## src/rtl/reorder_buffer_pkg.sv

```systemverilog
// Shared reorder-buffer geometry and constants.
// Every file of the reorder buffer imports this package.
package reorder_buffer_pkg;
  localparam int ROB_SIZE   = 16;
  localparam int ROB_WIDTH  = 4;
  localparam int REG_WIDTH  = 5;
  localparam int DATA_WIDTH = 32;
  localparam logic [ROB_WIDTH-1:0] ZERO_ROB = '0;
  localparam logic TRUE  = 1'b1;
  localparam logic FALSE = 1'b0;
endpackage

```

## src/rtl/reorder_buffer.sv

```systemverilog
// In-order retirement queue: renames rd on issue, bypasses operands from entries or the CDB, flushes on mispredict.
// Issue, commit and flush outputs are combinational in their cycle; rdy_in low freezes all state and drops every enable.
module reorder_buffer #(
  parameter int ROB_SIZE = reorder_buffer_pkg::ROB_SIZE,
  parameter int ROB_W    = reorder_buffer_pkg::ROB_WIDTH,
  parameter int REG_W    = reorder_buffer_pkg::REG_WIDTH,
  parameter int DATA_W   = reorder_buffer_pkg::DATA_WIDTH
) (
  input  logic              clk_in,
  input  logic              rst_in,
  input  logic              rdy_in,
  input  logic              dec2rob_valid,
  input  logic [REG_W-1:0]  dec2rob_rd,
  input  logic [REG_W-1:0]  dec2rob_rs1,
  input  logic [REG_W-1:0]  dec2rob_rs2,
  output logic              rob2dec_full,
  output logic [ROB_W-1:0]  rob2dec_tag,
  output logic [REG_W-1:0]  rob2reg_rs1_request,
  output logic [REG_W-1:0]  rob2reg_rs2_request,
  input  logic [DATA_W-1:0] reg2rob_rs1_value,
  input  logic [DATA_W-1:0] reg2rob_rs2_value,
  input  logic              reg2rob_rs1_if_rename,
  input  logic              reg2rob_rs2_if_rename,
  input  logic [ROB_W-1:0]  reg2rob_rs1_rename,
  input  logic [ROB_W-1:0]  reg2rob_rs2_rename,
  output logic              rob2rs_rs1_ready,
  output logic              rob2rs_rs2_ready,
  output logic [DATA_W-1:0] rob2rs_rs1_value,
  output logic [DATA_W-1:0] rob2rs_rs2_value,
  output logic [ROB_W-1:0]  rob2rs_rs1_tag,
  output logic [ROB_W-1:0]  rob2rs_rs2_tag,
  output logic              rob2reg_reserve_enable,
  output logic [REG_W-1:0]  rob2reg_reserve_rd,
  output logic [ROB_W-1:0]  rob2reg_reserve_reorder,
  input  logic              cdb_valid,
  input  logic [ROB_W-1:0]  cdb_tag,
  input  logic [DATA_W-1:0] cdb_value,
  input  logic              cdb_mispredict,
  input  logic [DATA_W-1:0] cdb_target,
  output logic              rob2reg_commit_enable,
  output logic [REG_W-1:0]  rob2reg_commit_des,
  output logic [DATA_W-1:0] rob2reg_commit_value,
  output logic [ROB_W-1:0]  rob2reg_commit_reorder,
  output logic              rob_flush,
  output logic [DATA_W-1:0] rob_flush_pc
);
  import reorder_buffer_pkg::*;

  localparam int CNT_W = ROB_W + 1;

  logic [ROB_SIZE-1:0] r_busy;
  logic [ROB_SIZE-1:0] r_ready;
  logic [ROB_SIZE-1:0] r_mispredict;
  logic [REG_W-1:0]    r_rd     [ROB_SIZE];
  logic [DATA_W-1:0]   r_value  [ROB_SIZE];
  logic [DATA_W-1:0]   r_target [ROB_SIZE];
  logic [ROB_W-1:0]    r_head;
  logic [ROB_W-1:0]    r_tail;
  logic [CNT_W-1:0]    r_count;

  logic                w_run;
  logic                w_full;
  logic                w_commit;
  logic                w_issue;
  logic [DATA_W:0]     w_rs1;
  logic [DATA_W:0]     w_rs2;

  // Bypass priority: architectural value, then a finished entry, then this cycle's CDB.
  function automatic logic [DATA_W:0] f_resolve(
    input logic              if_rename,
    input logic [ROB_W-1:0]  tag,
    input logic              ent_ready,
    input logic [DATA_W-1:0] ent_value,
    input logic [DATA_W-1:0] reg_value,
    input logic              bus_valid,
    input logic [ROB_W-1:0]  bus_tag,
    input logic [DATA_W-1:0] bus_value
  );
    if (!if_rename) return {TRUE, reg_value};
    if (ent_ready) return {TRUE, ent_value};
    if (bus_valid && (bus_tag == tag)) return {TRUE, bus_value};
    return {FALSE, {DATA_W{1'b0}}};
  endfunction

  assign w_run    = rdy_in && !rst_in;
  assign w_full   = (r_count == CNT_W'(ROB_SIZE));
  assign w_commit = w_run && r_busy[r_head] && r_ready[r_head];
  assign w_issue  = w_run && dec2rob_valid && !w_full && !rob_flush;

  assign rob2dec_full        = w_full;
  assign rob2dec_tag         = r_tail;
  assign rob2reg_rs1_request = dec2rob_rs1;
  assign rob2reg_rs2_request = dec2rob_rs2;

  assign w_rs1 = f_resolve(reg2rob_rs1_if_rename, reg2rob_rs1_rename, r_ready[reg2rob_rs1_rename],
                           r_value[reg2rob_rs1_rename], reg2rob_rs1_value, cdb_valid, cdb_tag, cdb_value);
  assign w_rs2 = f_resolve(reg2rob_rs2_if_rename, reg2rob_rs2_rename, r_ready[reg2rob_rs2_rename],
                           r_value[reg2rob_rs2_rename], reg2rob_rs2_value, cdb_valid, cdb_tag, cdb_value);

  assign rob2rs_rs1_ready = w_rs1[DATA_W];
  assign rob2rs_rs1_value = w_rs1[DATA_W-1:0];
  assign rob2rs_rs1_tag   = reg2rob_rs1_rename;
  assign rob2rs_rs2_ready = w_rs2[DATA_W];
  assign rob2rs_rs2_value = w_rs2[DATA_W-1:0];
  assign rob2rs_rs2_tag   = reg2rob_rs2_rename;

  assign rob2reg_reserve_enable  = w_issue && (dec2rob_rd != '0);
  assign rob2reg_reserve_rd      = dec2rob_rd;
  assign rob2reg_reserve_reorder = r_tail;

  assign rob2reg_commit_enable  = w_commit && (r_rd[r_head] != '0);
  assign rob2reg_commit_des     = r_rd[r_head];
  assign rob2reg_commit_value   = r_value[r_head];
  assign rob2reg_commit_reorder = r_head;
  assign rob_flush              = w_commit && r_mispredict[r_head];
  assign rob_flush_pc           = r_target[r_head];

  always_ff @(posedge clk_in or posedge rst_in) begin
    if (rst_in) begin
      r_busy       <= '0;
      r_ready      <= '0;
      r_mispredict <= '0;
      r_head       <= ZERO_ROB;
      r_tail       <= ZERO_ROB;
      r_count      <= '0;
      for (int i = 0; i < ROB_SIZE; i++) begin
        r_rd[i]     <= '0;
        r_value[i]  <= '0;
        r_target[i] <= '0;
      end
    end else if (rdy_in) begin
      if (rob_flush) begin
        r_busy       <= '0;
        r_ready      <= '0;
        r_mispredict <= '0;
        r_head       <= ZERO_ROB;
        r_tail       <= ZERO_ROB;
        r_count      <= '0;
      end else begin
        // Results for entries not in flight are stale broadcasts and are dropped.
        if (cdb_valid && r_busy[cdb_tag]) begin
          r_ready[cdb_tag]      <= TRUE;
          r_value[cdb_tag]      <= cdb_value;
          r_mispredict[cdb_tag] <= cdb_mispredict;
          r_target[cdb_tag]     <= cdb_target;
        end
        if (w_commit) begin
          r_busy[r_head]       <= FALSE;
          r_ready[r_head]      <= FALSE;
          r_mispredict[r_head] <= FALSE;
          r_head               <= r_head + 1'b1;
        end
        if (w_issue) begin
          r_busy[r_tail]       <= TRUE;
          r_ready[r_tail]      <= FALSE;
          r_mispredict[r_tail] <= FALSE;
          r_rd[r_tail]         <= dec2rob_rd;
          r_tail               <= r_tail + 1'b1;
        end
        r_count <= r_count + CNT_W'(w_issue) - CNT_W'(w_commit);
      end
    end
  end
endmodule

```

## config.mk

```make
export PLATFORM = sky130hd
export DESIGN_NAME = reorder_buffer
export DESIGN_NICKNAME = d
export VERILOG_FILES = /design/src/rtl/reorder_buffer_pkg.sv /design/src/rtl/reorder_buffer.sv
export SDC_FILE = /design/constraint.sdc
export NUM_CORES = 2
export LEC_CHECK = 0
export CAP_MARGIN = 30
export CORE_AREA = 2 2 462 464
export CTS_CLUSTER_SIZE = 16
export DETAILED_ROUTE_END_ITERATION = 6
export DIE_AREA = 0 0 464 466
export GPL_TIMING_DRIVEN = 0
export HOLD_SLACK_MARGIN = 0.12
export SKIP_CTS_REPAIR_TIMING = 1
export SLEW_MARGIN = 20
export SYNTH_ARGS = -nofsm -noshare
export SYNTH_HDL_FRONTEND = slang
export SYNTH_SLANG_ARGS = --single-unit
```

## constraint.sdc

```tcl
create_clock -name clk_in -period 51.9 [get_ports clk_in]
set_clock_uncertainty 0.15 [all_clocks]
set_input_delay 10.38 -clock clk_in [delete_from_list [all_inputs] [get_ports clk_in]]
set_output_delay 10.38 -clock clk_in [all_outputs]
set_load 0.005 [all_outputs]
```

# ---- After elaboration in Yosys (flattened, before gate mapping)
# Index checks and enable logic that the tools add are counted.
dict set report totals {
  elab_cells 208
  out_inout_bits 174
  input_bits 163
  reg_bits 1165
}
dict set report classes {
  mux 89
  eq_ne 3
  n_lt_le_gt_ge 15
  add_sub_neg 4
  n_reduce_logical 28
  n_bitwise 15
}
# cell count
set op_table {}
lappend op_table {{512-bit bitwise mux} 2}
lappend op_table {{32-bit binary-select mux with 4-bit select} 4}
lappend op_table {{33-bit two-way mux} 12}
lappend op_table {{16-bit two-way mux} 21}
lappend op_table {{32-bit two-way mux} 9}
lappend op_table {{32-bit demux with 4-bit select} 1}
lappend op_table {{16-bit AND} 5}
lappend op_table {{80-bit bitwise mux} 1}
lappend op_table {{16-bit inverter} 2}
lappend op_table {{16-bit OR} 2}
lappend op_table {{5-bit greater-or-equal comparator (second input constant)} 5}
lappend op_table {{4-bit by 5-bit less-than comparator with 1-bit output (second input constant)} 5}
lappend op_table {{4-bit inverter with 5-bit output} 5}
lappend op_table {{1-bit binary-select mux with 4-bit select} 6}
lappend op_table {{5-bit binary-select mux with 4-bit select} 1}
lappend op_table {{5-bit demux with 4-bit select} 1}
lappend op_table {{5-bit two-way mux} 4}
lappend op_table {{1-bit two-way mux} 19}
lappend op_table {{1-bit logical AND} 17}
lappend op_table {{16-bit bitwise mux} 1}
lappend op_table {{4-bit two-way mux} 4}
lappend op_table {{1-bit demux with 4-bit select} 3}
lappend op_table {{4-bit by 1-bit greater-or-equal comparator with 1-bit output (second input constant)} 3}
lappend op_table {{5-bit by 1-bit less-than comparator with 1-bit output (second input constant)} 2}
lappend op_table {{other kinds (11)} 19}

# ---- Depth between registers and ports, before layout
dict set report logic_depth {
  depth_word 15
  mapped_depth 22
  depth_no_buf 18
}

# ---- Least setup slack after synthesis
# OpenSTA, ideal clock, no wires.
dict set report synth_path {
  kind {input to output}
  from {in reg2rob_rs1_rename[0]}
  to {out rob2rs_rs1_value[10]}
  n_path_buf 3
  arrival_ns 12.615
  slack_ns 28.755
  cell_stages 7
  path_cell_list {clkbuf_1 clkbuf_1 buf_1 mux4_2 mux4_2 nand2_1 a31oi_1}
}
dict set report synth_between {
  elab_chain_len 9
}
# element line_no
set synth_rtl {}
lappend synth_rtl {{start, declared} reorder_buffer.sv:24} ;# input logic [ROB_W-1:0] reg2rob_rs1_rename,
lappend synth_rtl {{4-bit inverter with 5-bit output (not written as such)} reorder_buffer.sv:96} ;# r_value[reg2rob_rs1_rename], reg2rob_rs1_value, cdb_valid, cdb_tag, cdb_value);
lappend synth_rtl {{32-bit binary-select mux with 4-bit select} reorder_buffer.sv:96}
lappend synth_rtl {{32-bit two-way mux (not written as such) (2 in a row)} reorder_buffer.sv:96}
lappend synth_rtl {{33-bit two-way mux} reorder_buffer.sv:80} ;# if (ent_ready) return {TRUE, ent_value};
lappend synth_rtl {{33-bit two-way mux} reorder_buffer.sv:81} ;# if (bus_valid && (bus_tag == tag)) return {TRUE, bus_value};
lappend synth_rtl {{33-bit two-way mux} reorder_buffer.sv:82} ;# return {FALSE, {DATA_W{1'b0}}};
lappend synth_rtl {{33-bit two-way mux (*)} reorder_buffer.sv:81}
lappend synth_rtl {{33-bit two-way mux (*)} reorder_buffer.sv:80}
lappend synth_rtl {{end, declared} reorder_buffer.sv:28} ;# output logic [DATA_W-1:0] rob2rs_rs1_value,
# Every way passes the cells marked *; elsewhere a longest branch is shown, timed or not. The select of a mux whose other input is x is not followed.

# ---- Worst setup path in the final report
dict set report layout_path {
  from {in reg2rob_rs2_rename[0]}
  to {out rob2rs_rs2_value[31]}
}
dict set report layout_between {
  elab_chain_len 9
}
# element line_no
set layout_rtl {}
lappend layout_rtl {{start, declared} reorder_buffer.sv:25} ;# input logic [ROB_W-1:0] reg2rob_rs2_rename,
lappend layout_rtl {{4-bit inverter with 5-bit output (not written as such)} reorder_buffer.sv:98} ;# r_value[reg2rob_rs2_rename], reg2rob_rs2_value, cdb_valid, cdb_tag, cdb_value);
lappend layout_rtl {{32-bit binary-select mux with 4-bit select} reorder_buffer.sv:98}
lappend layout_rtl {{32-bit two-way mux (not written as such) (2 in a row)} reorder_buffer.sv:98}
lappend layout_rtl {{33-bit two-way mux} reorder_buffer.sv:80}
lappend layout_rtl {{33-bit two-way mux} reorder_buffer.sv:81}
lappend layout_rtl {{33-bit two-way mux} reorder_buffer.sv:82}
lappend layout_rtl {{33-bit two-way mux (*)} reorder_buffer.sv:81}
lappend layout_rtl {{33-bit two-way mux (*)} reorder_buffer.sv:80}
lappend layout_rtl {{end, declared} reorder_buffer.sv:29} ;# output logic [DATA_W-1:0] rob2rs_rs2_value,
# Marked as above.

==> impl_metrics.json <==
{
  "cp_max_fo": 10,
  "relSlewSlack_pct": 24.03,
  "max-cap-violations": 0,
  "place.gp.congestion": 0.9319,
  "power_density_mw_per_mm2": 35.80,
  "startpoint": "reg2rob_rs2_rename[0]",
  "die_area_sq_mm": 0.2162,
  "drt_pre_antenna_iters": 7,
  "power_mw": 2.691,
  "viasPerCell": 5.608,
  "grt_max_degree": 112,
  "worst_setup_path_start_kind": "primary input",
  "wirelength_microns": 227500,
  "wl_per_cell_microns": 30.52,
  "final_nets": 4692,
  "first_global_vias": 42630,
  "crit_path_end": "rob2rs_rs2_value[31]",
  "fp.dieH_microns": 466,
  "synth-edff-count": 0,
  "syn_area_per_cell_sq_um": 15.69,
  "maxSlewViolCount": 0,
  "synth_top_area_share_pct": 46.29,
  "finalSetupTns_ns": 0,
  "cp_data_required_time_ns": 41.37,
  "r2r-end": "r_count[4]",
  "hold_violations": 0,
  "min_period_over_period_pct": 50.03,
  "ys.flop_type": "dfrtp_1",
  "crit_type": "in2out",
  "rr_startpoint": "rob2reg_commit_reorder[1]",
  "dr_total_vias": 41800,
  "status": "finished, violations left",
  "ys_types": 58,
  "final_common_cell": "dfrtp_1",
  "cts_max_level": 3,
  "rr_worst_depth": 21,
  "drive_gt1_share_pct": 45.24,
  "vdd_drop_max_uv": 31.30,
  "power.share.sequential_pct": 40.2,
  "fill_cells": 20150,
  "leakage_nw": 32.79,
  "pwr-share-comb_pct": 24.7,
  "cts_tree": "done",
  "core_area_sq_mm": 0.2112,
  "synth_top_area_cell": "dfrtp_1",
  "cts-root-buf": "clkbuf_16",
  "fmax_mhz": 38.52,
  "initial_utilization_pct": 29.81,
  "r2r_setup_slack_ns": 46.72,
  "clkPwrFrac_pct": 35.1,
  "syn-cell-area_sq_mm": 0.06298,
  "ant_nets": 0,
  "yosysWarnings": 0,
  "overflow": 0,
  "clkTransAtPathRegs_ns": 0.06,
  "clock_latency_ns": 0.79,
  "cp.arrival_ns": 15.43,
  "synth_seq_cells": 1165,
  "place.port_buffers": 317,
  "die_x_microns": 464,
  "rsz0062_at_grt": "false",
  "ys_async_sr_fraction_pct": 100.0,
  "yosys-top-cells-area": "dfrtp_1 (46%), mux4_2 (25%), mux2_2 (16%), mux2_1 (3.9%), buf_6 (1.6%)",
  "worst_pin_slew_ns": 1.140,
  "finalSetupViolations": 0,
  "dp_hpwl_microns": 163800,
  "postSynthCellCount": 4015,
  "area_delta_synth_final_pct": 19.33,
  "violations": "design-rule violations",
  "cts_inserted_buffers": 121,
  "num_rows": 169,
  "max-clock-path-buffers": 3,
  "grt_use_total_pct": 20.86,
  "p_int_mw": 1.892,
  "syn_nets": 4193,
  "clkSinkCount": 1165,
  "min_path_type": "reg2reg",
  "antenna_found_initial": 26,
  "seq_area_frac_synth_pct": 46.29,
  "drc": 2,
  "min_period_ns": 25.96,
  "mostFrequentLayoutCells": "dfrtp_1 (1165), mux2_2 (881), mux4_2 (686)",
  "drt_iter0_drc": 4191,
  "pin_count": 337,
  "setup.worst_path.end_class": "output pin",
  "switching_share_pct": 29.69,
  "grt_pass1_wl_microns": 323400,
  "switching_power_mw": 0.7989
}
power by group through the flow:
stage | Clock [mW] | Sequential [mW] | Combinational, mW
global placement | 0 | 1.09 | 0.645
detailed placement | 0 | 1.09 | 0.667
global route | 0.996 | 1.09 | 0.705
finish | 0.945 | 1.08 | 0.665
CTS | 0.961 | 1.08 | 0.669
floorplan | 0 | 1.07 | 0.405
cells in the mapped netlist (all sizes together), types with 2 or more instances:
cell type  number
a21boi          2
a21o            4
a21oi          38
a22o            4
a22oi           2
a31oi          65
and2            3
and3           33
and3b           2
buf           260
clkbuf        159
dfrtp        1165
ha             14
inv            23
mux2         1107
mux2i          14
mux4          686
nand2         150
nand2b          6
nand3          77
nand3b          4
nand4           7
nor2           99
nor2b           5
nor3           17
nor3b           2
nor4            5
nor4bb          2
o21a            2
o21ai          14
o22ai           3
o2bb2ai         8
o31ai           7
o32ai           2
or3             2
xnor2           4
xor2            7
registers in the layout (all words and copies together) (netlist names):
| signal | cells |
|---|---|
| r_mispredict | 16 |
| r_value | 512 |
| r_busy | 16 |
| r_target | 512 |
| r_ready | 16 |
| rob2reg_commit_reorder | 4 |
| r_count | 5 |
| rob2dec_tag | 4 |
| r_rd | 80 |
final cells by class:
type | count | area, sq um | share of cell area [%]
well taps | 2821 | 3530 | 4.697
clock inverters | 50 | 688.2 | 0.9157
inverters | 23 | 93.84 | 0.1249
clock buffers | 179 | 3667 | 4.880
diodes | 13 | 32.53 | 0.04329
flip-flops and latches | 1165 | 29150 | 38.79
plain buffers | 419 | 2549 | 3.391
repair buffers | 376 | 4141 | 5.511
multi-input cells | 2408 | 31300 | 41.64
stage by stage:
stage	cells	setup WS [ns]	instance area, sq um	utilization, %	hold slack [ns]
floorplan	4015	8.556	62980	-	0.3009
global placement	7153	-5.088	69680	32.99	0.3119
detailed placement	7208	26.17	70720	33.48	0.3208
CTS	7437	26.17	75070	35.54	0.3351
global route	7450	26.07	75140	35.57	0.3457
finish	7454	25.94	75150	35.58	0.3318
worst min path at each step:
stage | startpoint | end | cells past startpoint
4_1_cts | r_target[411] | r_target[411] | 1
2_1_floorplan | r_mispredict[9] | r_mispredict[9] | 1
3_5_place_dp | r_target[411] | r_target[411] | 1
3_3_place_gp | r_target[412] | r_target[412] | 1
5_1_grt | r_target[391] | r_target[391] | 1
6_report | r_target[402] | r_target[402] | 1
cell families after synthesis:
group           Yosys count  synth area share, %
flops                  1165                46.29
compound gates          159                1.593
simple gates            416                3.026
buf+inv                 442                4.027
fa+ha+maj                15               0.3099
mux                    1807                44.60
xor+xnor                 11               0.1530
worst max-delay path, cell delays in order:
cell,delay (ns)
clkbuf_1,0.21
clkbuf_1,0.53
buf_2,0.57
mux4_2,0.40
mux2i_1,0.45
nand2_1,0.15
o21ai_1,0.46
clkbuf_2,0.69
nand3_1,0.14
a31oi_1,0.76
clkdlybuf4s50_1,0.66
per-layer routing:
metal / GRT usage [%] / up-vias / wire (microns)
met5: 0 / - / 65
met4: 9.056 / 10 / 10590
met3: 5.883 / 494 / 21070
met2: 31.70 / 2026 / 102600
met1: 27.83 / 22670 / 93150
li1: - / 16610 / -
No activity file was read; power rests on OpenSTA's default activity.
